## src/rtl/imem_loader_pkg.sv

```systemverilog
// Shared instruction-RAM geometry and loader state encoding.
package imem_pkg;

    localparam int unsigned ADDR_W = 11;
    localparam int unsigned DATA_W = 32;
    localparam int unsigned DEPTH  = 2048;
    localparam int unsigned CNT_W  = 12;

    typedef enum logic [1:0] {
        IDLE  = 2'd0,
        LOAD  = 2'd1,
        WRITE = 2'd2,
        DONE  = 2'd3
    } ldr_state_t;

    // Requested word counts beyond the RAM depth are clamped to the depth.
    function automatic logic [CNT_W-1:0] clamp_count(input logic [CNT_W-1:0] wc);
        logic [CNT_W-1:0] depth_cnt;
        depth_cnt = CNT_W'(DEPTH);
        return (wc > depth_cnt) ? depth_cnt : wc;
    endfunction

endpackage

```

## src/rtl/imem_loader_if.sv

```systemverilog
// Byte stream in, RAM write port and status out, for the boot loader.
interface imem_loader_if;
    import imem_pkg::*;

    logic              start;
    logic [CNT_W-1:0]  word_count;
    logic              byte_valid;
    logic [7:0]        byte_data;
    logic              byte_ready;
    logic              we;
    logic [ADDR_W-1:0] waddr;
    logic [DATA_W-1:0] wdata;
    logic              busy;
    logic              done;
    logic              cpu_hold;

    // Host / byte source side.
    modport master (
        output start, word_count, byte_valid, byte_data,
        input  byte_ready, we, waddr, wdata, busy, done, cpu_hold
    );

    // Loader side.
    modport slave (
        input  start, word_count, byte_valid, byte_data,
        output byte_ready, we, waddr, wdata, busy, done, cpu_hold
    );

endinterface

```

## src/rtl/imem_byte_packer.sv

```systemverilog
// Packs four accepted bytes, first byte most significant, into one word.
module imem_byte_packer
    import imem_pkg::*;
(
    input  logic              clk_i,
    input  logic              rst_ni,
    input  logic              accept_i,
    input  logic              clear_i,
    input  logic [7:0]        byte_i,
    output logic [DATA_W-1:0] word_o,
    output logic              last_byte_o
);

    logic [1:0]        bcnt_q, bcnt_d;
    logic [DATA_W-1:0] word_q, word_d;

    // Shift in accepted bytes; after four shifts byte 0 sits in bits [31:24].
    always_comb begin
        bcnt_d = bcnt_q;
        word_d = word_q;
        if (clear_i) begin
            bcnt_d = 2'd0;
            word_d = '0;
        end else if (accept_i) begin
            bcnt_d = bcnt_q + 2'd1;
            word_d = {word_q[DATA_W-9:0], byte_i};
        end
    end

    // Counter and shift register, synchronous reset.
    always_ff @(posedge clk_i) begin
        if (!rst_ni) begin
            bcnt_q <= 2'd0;
            word_q <= '0;
        end else begin
            bcnt_q <= bcnt_d;
            word_q <= word_d;
        end
    end

    assign word_o      = word_q;
    assign last_byte_o = (bcnt_q == 2'd3);

endmodule

```

## src/rtl/imem_loader.sv

```systemverilog
// Boot loader: streams bytes into instruction RAM words, holds the CPU until done.
module imem_loader
    import imem_pkg::*;
(
    input  logic         clk,
    input  logic         rst_n,
    imem_loader_if.slave bus
);

    ldr_state_t        state_q, state_d;
    logic [ADDR_W-1:0] idx_q, idx_d;
    logic [CNT_W-1:0]  n_q, n_d;
    logic [ADDR_W-1:0] waddr_q;
    logic [DATA_W-1:0] wdata_q;

    logic              start_ok;
    logic              accept;
    logic              last_byte;
    logic              last_word;
    logic [DATA_W-1:0] word;

    assign start_ok  = ((state_q == IDLE) || (state_q == DONE)) && bus.start;
    assign accept    = (state_q == LOAD) && bus.byte_valid;
    assign last_word = ({1'b0, idx_q} == (n_q - CNT_W'(1)));

    imem_byte_packer u_packer (
        .clk_i       (clk),
        .rst_ni      (rst_n),
        .accept_i    (accept),
        .clear_i     (start_ok),
        .byte_i      (bus.byte_data),
        .word_o      (word),
        .last_byte_o (last_byte)
    );

    // Next-state logic for the load sequence.
    always_comb begin
        state_d = state_q;
        idx_d   = idx_q;
        n_d     = n_q;
        unique case (state_q)
            IDLE, DONE: begin
                if (bus.start) begin
                    n_d     = clamp_count(bus.word_count);
                    idx_d   = '0;
                    state_d = (n_d == '0) ? DONE : LOAD;
                end
            end
            LOAD: begin
                if (accept && last_byte) begin
                    state_d = WRITE;
                end
            end
            WRITE: begin
                if (last_word) begin
                    state_d = DONE;
                end else begin
                    idx_d   = idx_q + ADDR_W'(1);
                    state_d = LOAD;
                end
            end
            default: state_d = IDLE;
        endcase
    end

    // State, word index, count and held write-port values.
    always_ff @(posedge clk) begin
        if (!rst_n) begin
            state_q <= IDLE;
            idx_q   <= '0;
            n_q     <= '0;
            waddr_q <= '0;
            wdata_q <= '0;
        end else begin
            state_q <= state_d;
            idx_q   <= idx_d;
            n_q     <= n_d;
            if (state_q == WRITE) begin
                waddr_q <= idx_q;
                wdata_q <= word;
            end
        end
    end

    // Outputs decoded from registered state only; address/data hold after a write.
    always_comb begin
        bus.byte_ready = (state_q == LOAD);
        bus.we         = (state_q == WRITE);
        bus.waddr      = (state_q == WRITE) ? idx_q : waddr_q;
        bus.wdata      = (state_q == WRITE) ? word : wdata_q;
        bus.busy       = (state_q == LOAD) || (state_q == WRITE);
        bus.done       = (state_q == DONE);
        bus.cpu_hold   = (state_q != DONE);
    end

endmodule
```

## src/flat_wrapper.sv

```systemverilog
// flat-port wrapper written by rule: the top's interface ports become plain ports
module imem_loader_flat import imem_pkg::*;
  (clk, rst_n, bus_start, bus_word_count, bus_byte_valid, bus_byte_data, bus_byte_ready, bus_we, bus_waddr, bus_wdata, bus_busy, bus_done, bus_cpu_hold);
  imem_loader_if bus_i ();
  input  logic clk;
  input  logic rst_n;
  input wire logic [$bits(bus_i.start)-1:0] bus_start;
  input wire logic [$bits(bus_i.word_count)-1:0] bus_word_count;
  input wire logic [$bits(bus_i.byte_valid)-1:0] bus_byte_valid;
  input wire logic [$bits(bus_i.byte_data)-1:0] bus_byte_data;
  output wire logic [$bits(bus_i.byte_ready)-1:0] bus_byte_ready;
  output wire logic [$bits(bus_i.we)-1:0] bus_we;
  output wire logic [$bits(bus_i.waddr)-1:0] bus_waddr;
  output wire logic [$bits(bus_i.wdata)-1:0] bus_wdata;
  output wire logic [$bits(bus_i.busy)-1:0] bus_busy;
  output wire logic [$bits(bus_i.done)-1:0] bus_done;
  output wire logic [$bits(bus_i.cpu_hold)-1:0] bus_cpu_hold;
  assign bus_i.start = bus_start;
  assign bus_i.word_count = bus_word_count;
  assign bus_i.byte_valid = bus_byte_valid;
  assign bus_i.byte_data = bus_byte_data;
  assign bus_byte_ready = bus_i.byte_ready;
  assign bus_we = bus_i.we;
  assign bus_waddr = bus_i.waddr;
  assign bus_wdata = bus_i.wdata;
  assign bus_busy = bus_i.busy;
  assign bus_done = bus_i.done;
  assign bus_cpu_hold = bus_i.cpu_hold;
  imem_loader u_core (.clk(clk), .rst_n(rst_n), .bus(bus_i));
endmodule
```

## config.mk

```make
export PLATFORM = sky130hd
export DESIGN_NAME = imem_loader_flat
export DESIGN_NICKNAME = d
export VERILOG_FILES = /design/src/rtl/imem_loader_pkg.sv /design/src/rtl/imem_loader_if.sv /design/src/rtl/imem_byte_packer.sv /design/src/rtl/imem_loader.sv /design/src/flat_wrapper.sv
export SDC_FILE = /design/constraint.sdc
export NUM_CORES = 1
export LEC_CHECK = 0
export BUFFER_PORTS_ARGS = -buffer_cell sky130_fd_sc_hd__clkbuf_2
export CAP_MARGIN = 10
export CELL_PAD_IN_SITES_DETAIL_PLACEMENT = 2
export CELL_PAD_IN_SITES_GLOBAL_PLACEMENT = 2
export CORE_ASPECT_RATIO = 1.4
export CORE_MARGIN = 1
export CORE_UTILIZATION = 35
export DETAILED_ROUTE_END_ITERATION = 8
export PLACE_DENSITY = 0.79
export SKIP_LAST_GASP = 1
export SLEW_MARGIN = 20
export SYNTH_ARGS = -nofsm -noshare
export SYNTH_HDL_FRONTEND = slang
export SYNTH_HIERARCHICAL = 1
export SYNTH_SLANG_ARGS = --single-unit
export TNS_END_PERCENT = 5
```

## constraint.sdc

```tcl
create_clock -name clk -period 3.45 [get_ports clk]
set_clock_uncertainty 0.1 [all_clocks]
set_input_delay 0.5175 -clock clk [delete_from_list [all_inputs] [get_ports clk]]
set_output_delay 0.5175 -clock clk [all_outputs]
set_load 0.02 [all_outputs]
```

==> results of run 1 <==
-- where the power goes --
part | leakage (nW) | internal [W] | switching [W]
clock network | 0.152 | 0.000574 | 0.000472
registers | 0.823 | 0.00122 | 0.0000599
logic | 1.23 | 0.000352 | 0.000558
-- path summary, 6_finish.rpt --
check | start | to | depth (start not counted)
setup / recovery | u_core/n_q[0]$_SDFFE_PN0P_ | u_core/idx_q[5]$_SDFFE_PN0P_ | 10
hold / removal | bus_byte_data[5] | u_core/u_packer/word_o[5]$_SDFFE_PP0P_ | 3
setup reg to reg | u_core/n_q[0]$_SDFFE_PN0P_ | u_core/idx_q[5]$_SDFFE_PN0P_ | 10
hold reg to reg | u_core/n_q[11]$_SDFFE_PN0P_ | u_core/n_q[11]$_SDFFE_PN0P_ | 2
-- metrics by stage --
stage | util, % | setup WS, ns | hold slack, ns | cell area, sq um | cells
2_1_floorplan | - | 0.907 | 0.348 | 4570 | 458
3_3_place_gp | 39.1 | 0.729 | 0.367 | 5010 | 665
3_5_place_dp | 39.1 | 0.613 | 0.388 | 5010 | 665
4_1_cts | 41.5 | 0.581 | 0.302 | 5320 | 681
5_1_grt | 41.5 | 0.371 | 0.315 | 5320 | 681
6_report | 41.5 | 0.610 | 0.313 | 5320 | 681
-- worst reg2reg max path: stages (launching register included) --
cell and delay (ns):
dfxtp_1 0.36, inv_1 0.08, ha_1 0.26, nor3b_1 0.31, nand2_1 0.15, a21boi_0 0.15, nor3_1 0.28, o41ai_2 0.13
buf_4 0.20, or4b_2 0.61, a21oi_1 0.15
-- Yosys cell counts (2+ instances only) --
cell type,n
nor2_1,55
o21ai_1,4
inv_1,11
a211oi_1,2
xnor2_1,8
nor3b_1,6
and2_1,45
or4b_2,3
clkbuf_1,14
or4b_1,3
buf_12,3
nor2_2,2
o21ai_0,13
mux2_2,43
nor4_1,5
nand3_1,11
nand2_1,11
a31oi_1,2
mux2i_1,34
nor3_1,5
buf_2,6
and3_1,4
a21oi_2,3
dfxtp_1,102
or3_1,2
buf_6,2
xor2_1,7
a21oi_1,14
a22oi_1,7
ha_1,7
-- final cells by class --
type                    count  area, sq um
clock inverters             7         81.3
repair buffers             81          430
well taps                 153          191
inverters                  11         41.3
fillers                  1383         7490
flip-flops and latches    102         2040
multi-input cells         318         2310
clock buffers               9          225
-- kinds of logic after synthesis --
logic type	Yosys count
XOR/XNOR	15
AO/OA/AOI/OAI	57
multiplexers	77
AND/OR/NAND/NOR	162
adder cells (fa/ha/maj)	7
flip-flops	102
buffers and inverters	38
-- placed cells by master (no fill, tap or decap), drive strengths merged, types with 3 or more instances in the layout --
cell and instances:
clkbuf 80, nor3 5, nand3 11, nor4 6, o21ai 17, mux2 43, xor2 7, a211oi 3
clkinv 3, or4b 6, a22oi 7, nand2 11, mux2i 34, or4 3, ha 7, xnor2 8
and2 45, and3 4, a21oi 17, nor3b 6, dfxtp 102, buf 10, nor2 57, inv 14
or3 3
-- state kept, by name, summed over array words and instances (netlist names) --
name	cells
u_core/idx_q	11
u_core/state_q	2
u_core/wdata_q	32
u_core/n_q	12
u_core/u_packer/bcnt_q	2
u_core/u_packer/word_o	32
u_core/waddr_q	11
-- per-layer routing --
| layer | up-vias | global-route usage (%) | routed length [um] |
|---|---|---|---|
| met4 | 0 | 7.63 | 220 |
| li1 | 1717 | - | - |
| met5 | - | 0 | 0 |
| met1 | 1799 | 17.9 | 4470 |
| met2 | 52 | 39.2 | 6950 |
| met3 | 14 | 4.77 | 433 |
==> impl_metrics.py, run 1 <==
metrics = {
    "routing": {
        "initialDrtViolationCount": 73,
        "avgRoutedWirePerCell_um": 17.7,
        "post_drt_via_cell_ratio": 5.26,
        "final_antenna_net_count": 0,
        "drt_pass1_iterations": 4,
        "wl_mm": 12.1,
        "vias": 3582,
        "drc": 0,
    },
    "global_routing": {
        "antenna_found_initial": 0,
        "grt_start_max_net_pins": 49,
        "grt_usage_pct": 19.2,
        "grt_pass1_wl_mm": 19.7,
        "grt_pass1_vias": 3977,
        "overflow": 0,
    },
    "clock_network": {
        "cts.repair.resized": 0,
        "cts_tree": "built",
        "cts_buffers": 9,
        "clk_pin_slew_worst_paths_ns": 0.07,
        "insertion_delay_ns": 0.35,
        "cts_root_buffer": "clkbuf_16",
        "cts_buffer_depth": 2,
        "cts_sinks": 102,
        "postCtsHoldBufs": 0,
        "h-tree-depth": 3,
        "post_cts_buffers": 0,
    },
    "yosys": {
        "ys_seq_elements": 102,
        "synth_compound_area_share_pct": 8.29,
        "synth_flop_cell": "dfxtp_1",
        "synth.area.mux_share_pct": 18.0,
        "synth_nets": 489,
        "async_flop_share_pct": 0,
        "post_synth_num_cell_types": 54,
        "syn_area_per_cell_sq_um": 9.99,
        "syn_area_sq_um": 4570,
        "synth_cells": 458,
        "synth_xor_area_share_pct": 2.87,
        "synth-edff-count": 0,
        "synth_top_cell_by_area": "dfxtp_1",
        "synthSimpleGateAreaFrac_pct": 19.3,
        "synth_fa_ha_area_share_pct": 1.91,
        "synth_top_area_share_pct": 44.6,
        "synth_top_family_by_area": "simple AND/OR/NAND/NOR gates",
        "ys_seq_area_share_pct": 44.6,
        "ys_warn_count": 6,
        "synth_area_leaders": "dfxtp_1 (45%), mux2_2 (11%), mux2i_1 (7.4%)",
    },
    "finish": {
        "n_antenna_cell": 0,
        "area_growth_pct": 16.3,
        "drive_above_1_share_pct": 29.7,
        "fin_nets": 554,
    },
    "timing": {
        "layout_min_cycle_time_ns": 2.84,
        "worstMarginPinSlew_ns": 0.703,
        "max_slew_margin_pct": 53.1,
        "setup_tns_ns": 0,
        "hold_viol": 0,
        "finalMaxSlewViolations": 0,
        "fmax_ghz": 0.352,
        "post-route-period-util_pct": 82.3,
        "rsz0062_at_grt": "false",
        "setup_viol": 0,
    },
    "worst_setup_path": {
        "critical_path.endpoint_type": "flip-flop",
        "crit_type": "reg2reg",
        "startpoint_type": "flip-flop",
        "critPathArrivalTime_ns": 3.02,
        "ff2ff_setup_slack_ns": 0.61,
        "path_buf_inv": 2,
        "cp_slowest_stage_delay_ns": 0.61,
        "critPathMaxFanout": 12,
        "cp.required_ns": 3.63,
        "path_cells": "inv_1, ha_1, nor3b_1, nand2_1, a21boi_0, nor3_1, o41ai_2, buf_4, or4b_2, a21oi_1",
        "crit_slowest_cell": "or4b_2",
        "crit_family": "simple AND/OR/NAND/NOR gates",
    },
    "job": {
        "drv_cap": 0,
    },
    "pwr": {
        "ir_worst_vdd_v": 0.000250,
        "power.density_nw_per_um2": 609,
        "leakage_nw": 2.20,
        "p_total_w": 0.00324,
    },
    "die": {
        "ios": 72,
        "fp.dieH_um": 137,
        "start_util_pct": 35.7,
        "coreArea_sq_um": 12800,
        "die_area_sq_um": 13500,
        "die_w_um": 98.6,
        "row_count": 49,
    },
    "placement": {
        "portBuffers": 71,
        "dpl.hpwl_mm": 8.82,
        "gp_congestion": 0.772,
    },
    "min_path": {
        "hp-class": "in2reg",
    },
    "outcome": {
        "outcome": "finished clean",
    },
}
Note: power is estimated with default switching activity, not from simulation.
==> run 2, diff against run 1 <==
--- a/config.mk
+++ b/config.mk
@@ -5,15 +5,16 @@
 export SDC_FILE = /design/constraint.sdc
 export NUM_CORES = 1
 export LEC_CHECK = 0
+export ABC_AREA = 1
 export BUFFER_PORTS_ARGS = -buffer_cell sky130_fd_sc_hd__clkbuf_2
 export CAP_MARGIN = 10
 export CELL_PAD_IN_SITES_DETAIL_PLACEMENT = 2
 export CELL_PAD_IN_SITES_GLOBAL_PLACEMENT = 2
 export CORE_ASPECT_RATIO = 1.4
 export CORE_MARGIN = 1
-export CORE_UTILIZATION = 35
+export CORE_UTILIZATION = 32
 export DETAILED_ROUTE_END_ITERATION = 8
-export PLACE_DENSITY = 0.79
+export PLACE_DENSITY = 0.8
 export SKIP_LAST_GASP = 1
 export SLEW_MARGIN = 20
 export SYNTH_ARGS = -nofsm -noshare
==> constraint.sdc (replaced) <==
create_clock -name clk -period 2.9 [get_ports clk]
set_clock_uncertainty 0.1 [all_clocks]
set_input_delay 0.435 -clock clk [delete_from_list [all_inputs] [get_ports clk]]
set_output_delay 0.435 -clock clk [all_outputs]
set_load 0.02 [all_outputs]
==> run 2 against run 1 <==
Sequential power grew 28%. Non-clock buffer count is the same. Die area grew 16%. Critical path depth shrank 3. Total power grew 44%. Hold slack lost 0.082 ns. Final area grew 6.3%. Synthesized cell count grew 46%. Final cell count grew 36%. Register-to-register slack lost 0.16 ns.
==> impl_metrics.py, run 2 <==
metrics = {
    "clock_network": {
        "cts.repair.resized": 0,
        "postCtsHoldBufs": 0,
        "cts_buffer_depth": 2,
        "post_cts_buffers": 0,
        "cts_buffers": 9,
        "cts_sinks": 102,
        "h-tree-depth": 3,
        "cts_tree": "built",
        "cts_root_buffer": "clkbuf_16",
        "insertion_delay_ns": 0.34,
        "clk_pin_slew_worst_paths_ns": 0.07,
    },
    "yosys": {
        "synth_nets": 701,
        "async_flop_share_pct": 0,
        "synthSimpleGateAreaFrac_pct": 31.3,
        "ys_top_cells_by_count": "nand2_1 (245), dfxtp_1 (102), a21oi_1 (68)",
        "yosysMostFrequentCell": "nand2_1",
        "synth.area.mux_share_pct": 0,
        "syn_area_sq_um": 4870,
        "synth_xor_area_share_pct": 2.70,
        "synth-edff-count": 0,
        "synth_flop_cell": "dfxtp_1",
        "ys_warn_count": 6,
        "ys_seq_elements": 102,
        "synth_top_cell_by_area": "dfxtp_1",
        "synth_top_family_by_area": "simple AND/OR/NAND/NOR gates",
        "post_synth_num_cell_types": 32,
        "synth_top_area_share_pct": 42.0,
        "synth_area_leaders": "dfxtp_1 (42%), nand2_1 (19%), a21oi_1 (7.0%)",
        "synth_cells": 670,
        "synth_compound_area_share_pct": 14.5,
        "syn_area_per_cell_sq_um": 7.26,
        "ys_seq_area_share_pct": 42.0,
        "synth_fa_ha_area_share_pct": 1.80,
    },
    "finish": {
        "fillers": 1806,
        "drive_above_1_share_pct": 23.7,
        "final_cell_mix": "nand2_1 (245), dfxtp_1 (102), clkbuf_2 (71)",
        "n_antenna_cell": 0,
        "final_util_pct": 37.9,
        "fin_nets": 759,
        "area_growth_pct": 16.3,
        "final_common_cell": "nand2_1",
    },
    "worst_setup_path": {
        "startpoint_type": "flip-flop",
        "critical_path.endpoint_type": "primary output",
        "r2r-start": "u_core/state_q[0]$_SDFFE_PN0P_",
        "crit_type": "reg2out",
        "startpoint": "u_core/state_q[0]$_SDFFE_PN0P_",
        "cp.required_ns": 2.37,
        "critPathMaxFanout": 27,
        "critPathArrivalTime_ns": 2.09,
    },
    "timing": {
        "max_slew_margin_pct": 57.2,
        "hold_viol": 0,
        "timing.hold.ws_ns": 0.231,
        "setup_viol": 0,
        "rsz0062_at_grt": "false",
        "layout_min_cycle_time_ns": 2.62,
        "worstMarginPinSlew_ns": 0.641,
        "setup_tns_ns": 0,
        "fmax_ghz": 0.381,
        "finalMaxSlewViolations": 0,
        "post-route-period-util_pct": 90.4,
    },
    "routing": {
        "wl_mm": 15.2,
        "post_drt_via_cell_ratio": 4.95,
        "final_antenna_net_count": 0,
        "drc": 0,
        "drt_pass1_iterations": 4,
        "avgRoutedWirePerCell_um": 16.5,
        "initialDrtViolationCount": 104,
        "vias": 4578,
    },
    "placement": {
        "portBuffers": 71,
        "gp_congestion": 0.769,
        "dpl.hpwl_mm": 11.3,
    },
    "pwr": {
        "p_sw_share_pct": 40.5,
        "p_total_w": 0.00467,
        "leakage_nw": 2.40,
        "ir_worst_vdd_v": 0.000288,
        "p_int_w": 0.00278,
        "p_sw_w": 0.00189,
        "power_frac_seq_pct": 35.0,
        "power.density_nw_per_um2": 826,
        "comb_power_share_pct": 35.6,
        "clock_power_share_pct": 29.4,
    },
    "global_routing": {
        "grt_pass1_vias": 5095,
        "grt_start_max_net_pins": 55,
        "overflow": 0,
        "antenna_found_initial": 0,
        "grt_pass1_wl_mm": 25.4,
        "grt_usage_pct": 20.5,
    },
    "die": {
        "fp.dieH_um": 148,
        "start_util_pct": 32.6,
        "ios": 72,
        "row_count": 53,
        "die_area_sq_um": 15700,
        "coreArea_sq_um": 14900,
        "die_w_um": 106,
    },
    "min_path": {
        "min_from": "bus_byte_data[5]",
        "hp-class": "in2reg",
    },
    "job": {
        "drv_cap": 0,
    },
    "outcome": {
        "outcome": "finished clean",
    },
}
[run 2: cell types whose count changed in the layout (fill, tap and decap cells not counted), sizes merged, moves of 6 or more]
cell,delta
inv,+27
nand3,+13
mux2i,-34
mux2,-43
or4b,-6
nor2,-18
nand2,+268
a21oi,+82
and2,-43
[run 2: final timing paths]
| path | endpoint | slack, ns | cells after the start |
|---|---|---|---|
| max reg2reg | u_core/idx_q[9]$_SDFFE_PN0P_ | 0.45 | 13 |
| min reg2reg | u_core/u_packer/word_o[30]$_SDFFE_PP0P_ | 0.38 | 2 |
| min | u_core/u_packer/word_o[5]$_SDFFE_PP0P_ | 0.23 | 3 |
| max | bus_wdata[24] | 0.28 | 7 |
[run 2: worst max-delay path, cell delays in order (launching register included)]
cell	delay (ns)
dfxtp_1	0.41
inv_1	0.07
ha_1	0.23
inv_2	0.42
buf_4	0.28
nand2_1	0.08
nand2_1	0.08
clkbuf_2	0.17
[run 2: logic make-up (layout without fill, tap and decap cells)]
kind of cell | count (synthesis) | in the layout
compound gates | 116 | 116
fa+ha+maj | 7 | 7
buf+inv | 71 | 134
simple gates | 359 | 359
xor+xnor | 15 | 15
flops | 102 | 102
[run 2: metrics by stage]
step	cells	setup WS, ns	cell area, sq um
2_1_floorplan	670	0.822	4870
3_5_place_dp	909	0.441	5320
3_3_place_gp	909	0.581	5320
5_1_grt	925	0.104	5660
6_report	925	0.278	5660
4_1_cts	925	0.227	5660
[run 2: final cells by class]
cell class	instances	area [sq um]	share of cell area (%)
tap	192	240	4.24
clock buffer	10	239	4.22
clock inverter	6	97.6	1.72
sequential	102	2040	36.1
inverter	37	146	2.59
timing repair buffer	81	443	7.83
multi-input combinational	497	2450	43.3
[run 2: per-layer routing]
layer	up-vias	share of wire (%)	track usage, %
met4	0	2.3	7.99
met2	61	58	40.8
met1	2249	38	21.3
met5	-	0	0
met3	24	2.0	2.47
li1	2244	-	-
[run 2: power groups by stage]
stage | registers, W | logic (W) | clock network (W)
after floorplan | 0.00161 | 0.00131 | 0
after global placement | 0.00166 | 0.00159 | 0
after detailed placement | 0.00167 | 0.00169 | 0
after CTS | 0.00164 | 0.00171 | 0.00140
after global routing | 0.00165 | 0.00188 | 0.00146
final | 0.00164 | 0.00167 | 0.00137
==> run 3, diff against run 2 <==
--- a/config.mk
+++ b/config.mk
@@ -5,16 +5,16 @@
 export SDC_FILE = /design/constraint.sdc
 export NUM_CORES = 1
 export LEC_CHECK = 0
-export ABC_AREA = 1
+export ABC_AREA = 0
 export BUFFER_PORTS_ARGS = -buffer_cell sky130_fd_sc_hd__clkbuf_2
 export CAP_MARGIN = 10
-export CELL_PAD_IN_SITES_DETAIL_PLACEMENT = 2
-export CELL_PAD_IN_SITES_GLOBAL_PLACEMENT = 2
+export CELL_PAD_IN_SITES_DETAIL_PLACEMENT = 0
+export CELL_PAD_IN_SITES_GLOBAL_PLACEMENT = 1
 export CORE_ASPECT_RATIO = 1.4
 export CORE_MARGIN = 1
-export CORE_UTILIZATION = 32
+export CORE_UTILIZATION = 44
 export DETAILED_ROUTE_END_ITERATION = 8
-export PLACE_DENSITY = 0.8
+export PLACE_DENSITY = 0.81
 export SKIP_LAST_GASP = 1
 export SLEW_MARGIN = 20
 export SYNTH_ARGS = -nofsm -noshare
==> run 3 against run 2 <==
Flip-flop and latch count stayed put. Hold slack better by 0.00059 ns. Sequential power is 7% lower. Final cell count is 28% lower. First-iteration DRC count is 35% higher. Via count is 25% lower. Total power is 20% lower. Largest cell class unchanged.
==> impl_metrics.py, run 3 (synthesis gave the netlist of run 1 again) <==
metrics = {
    "timing": {
        "rsz0062_at_grt": "false",
        "post-route-period-util_pct": 91.3,
        "fmax_ghz": 0.378,
        "setup_tns_ns": 0,
        "max_slew_margin_pct": 52.2,
        "setup_viol": 0,
        "finalMaxSlewViolations": 0,
        "hold_viol": 0,
        "layout_min_cycle_time_ns": 2.65,
        "worstMarginPinSlew_ns": 0.716,
    },
    "clock_network": {
        "h-tree-depth": 3,
        "post_cts_buffers": 0,
        "cts_buffer_depth": 2,
        "cts_sinks": 102,
        "postCtsHoldBufs": 0,
        "clk_pin_slew_worst_paths_ns": 0.07,
        "cts_root_buffer": "clkbuf_16",
        "insertion_delay_ns": 0.34,
        "cts_buffers": 9,
        "cts_tree": "built",
    },
    "min_path": {
        "hp-class": "in2reg",
        "hold_depth": 3,
    },
    "outcome": {
        "outcome": "finished clean",
    },
    "pwr": {
        "p_int_w": 0.00250,
        "clock_power_share_pct": 30.9,
        "comb_power_share_pct": 28.6,
        "p_sw_share_pct": 33.4,
        "power.density_nw_per_um2": 707,
        "leakage_nw": 2.21,
        "p_sw_w": 0.00126,
        "ir_worst_vdd_v": 0.000548,
        "power_frac_seq_pct": 40.5,
    },
    "die": {
        "ios": 72,
        "fp.dieH_um": 123,
        "row_count": 43,
        "coreArea_sq_um": 10000,
        "start_util_pct": 45.7,
        "die_area_sq_um": 10800,
        "die_w_um": 88.2,
    },
    "worst_setup_path": {
        "critical_path.endpoint_type": "flip-flop",
        "rr_endpoint": "u_core/idx_q[5]$_SDFFE_PN0P_",
        "ff2ff_setup_slack_ns": 0.25,
        "critPathCapture": "u_core/idx_q[5]$_SDFFE_PN0P_",
        "r2r-start": "u_core/n_q[0]$_SDFFE_PN0P_",
        "crit_type": "reg2reg",
        "critPathMaxFanout": 12,
        "reg2regPathDepth": 10,
        "startpoint_type": "flip-flop",
        "cp.required_ns": 3.06,
        "startpoint": "u_core/n_q[0]$_SDFFE_PN0P_",
        "critPathArrivalTime_ns": 2.81,
    },
    "finish": {
        "final_cell_mix": "dfxtp_1 (102), clkbuf_2 (71), nor2_1 (55)",
        "fin_nets": 557,
        "final_util_pct": 53.1,
        "n_antenna_cell": 0,
        "area_growth_pct": 16.2,
        "final_common_cell": "dfxtp_1",
        "drive_above_1_share_pct": 30.5,
    },
    "routing": {
        "drc": 0,
        "initialDrtViolationCount": 140,
        "drt_pass1_iterations": 4,
        "avgRoutedWirePerCell_um": 14.4,
        "post_drt_via_cell_ratio": 5.19,
        "wl_mm": 9.58,
        "vias": 3455,
        "final_antenna_net_count": 0,
    },
    "global_routing": {
        "antenna_found_initial": 0,
        "grt_pass1_vias": 3333,
        "grt_pass1_wl_mm": 15.8,
        "grt_usage_pct": 19.0,
        "overflow": 0,
        "grt_start_max_net_pins": 35,
    },
    "placement": {
        "dpl.hpwl_mm": 6.92,
        "portBuffers": 71,
        "gp_congestion": 0.844,
    },
    "job": {
        "drv_cap": 0,
    },
}
## run 3: changes by cell type in the layout (fill, tap and decap cells not counted), sizes merged, moves of 6 or more
cell   delta
nand2   -268
a21oi    -82
and2     +43
mux2     +43
mux2i    +34
inv      -26
nor2     +18
nand3    -13
or4b      +6
## run 3: metrics by stage
step	setup slack, ns	area (sq um)	instances	hold slack [ns]	power, W
floorplan	0.357	4570	458	0.348	0.00242
global placement	0.213	5010	650	0.372	0.00261
detailed placement	0.147	5010	650	0.380	0.00262
CTS	0.123	5310	666	0.225	0.00379
global route	0.0384	5320	666	0.248	0.00397
finish	0.251	5320	666	0.232	0.00376
## run 3: worst min-delay path by stage
stage | from | end | slack (ns)
after floorplan | u_core/n_q[11]$_SDFFE_PN0P_ | u_core/n_q[11]$_SDFFE_PN0P_ | 0.35
after global placement | u_core/u_packer/word_o[27]$_SDFFE_PP0P_ | u_core/u_packer/word_o[27]$_SDFFE_PP0P_ | 0.37
after detailed placement | u_core/u_packer/word_o[27]$_SDFFE_PP0P_ | u_core/u_packer/word_o[27]$_SDFFE_PP0P_ | 0.38
after CTS | bus_byte_data[7] | u_core/u_packer/word_o[7]$_SDFFE_PP0P_ | 0.23
after global routing | bus_byte_data[4] | u_core/u_packer/word_o[4]$_SDFFE_PP0P_ | 0.25
final | bus_byte_data[5] | u_core/u_packer/word_o[5]$_SDFFE_PP0P_ | 0.23
## run 3: power by group through the flow
stage                     combinational, W  sequential [W]  clock, W
after floorplan                   0.000891         0.00153         0
after global placement             0.00106         0.00155         0
after detailed placement           0.00107         0.00156         0
after CTS                          0.00107         0.00152   0.00119
after global routing               0.00119         0.00153   0.00125
final                              0.00107         0.00152   0.00116
## run 3: repair_timing
action | in CTS | in global routing
gates resized for setup | 0 | 2
setup endpoints to repair | 0 | 3
endpoints found under the hold margin | 0 | 0
## run 3: routing by layer
metal | wire length, um | track usage (%) | up-vias
met4 | 211 | 8.27 | 0
met1 | 4030 | 21.7 | 1641
met5 | 0 | 0 | -
met3 | 433 | 4.24 | 16
met2 | 4900 | 33.5 | 72
li1 | - | - | 1726
## run 3: area by class of cell
cell class / instances / area, sq um
clock inverters: 7 / 65.1
fillers: 983 / 4690
multi-input cells: 318 / 2320
clock buffers: 9 / 225
well taps: 135 / 169
flip-flops and latches: 102 / 2040
repair buffers: 84 / 453
inverters: 11 / 41.3
## run 3: critical path, stage by stage, from the launching register on
cell	delay (ns)
dfxtp_1	0.37
inv_1	0.08
ha_1	0.25
nor3b_2	0.24
nand2_1	0.12
a21boi_0	0.16
nor3_2	0.22
o41ai_2	0.10
buf_4	0.17
or4b_2	0.60
a21oi_1	0.15
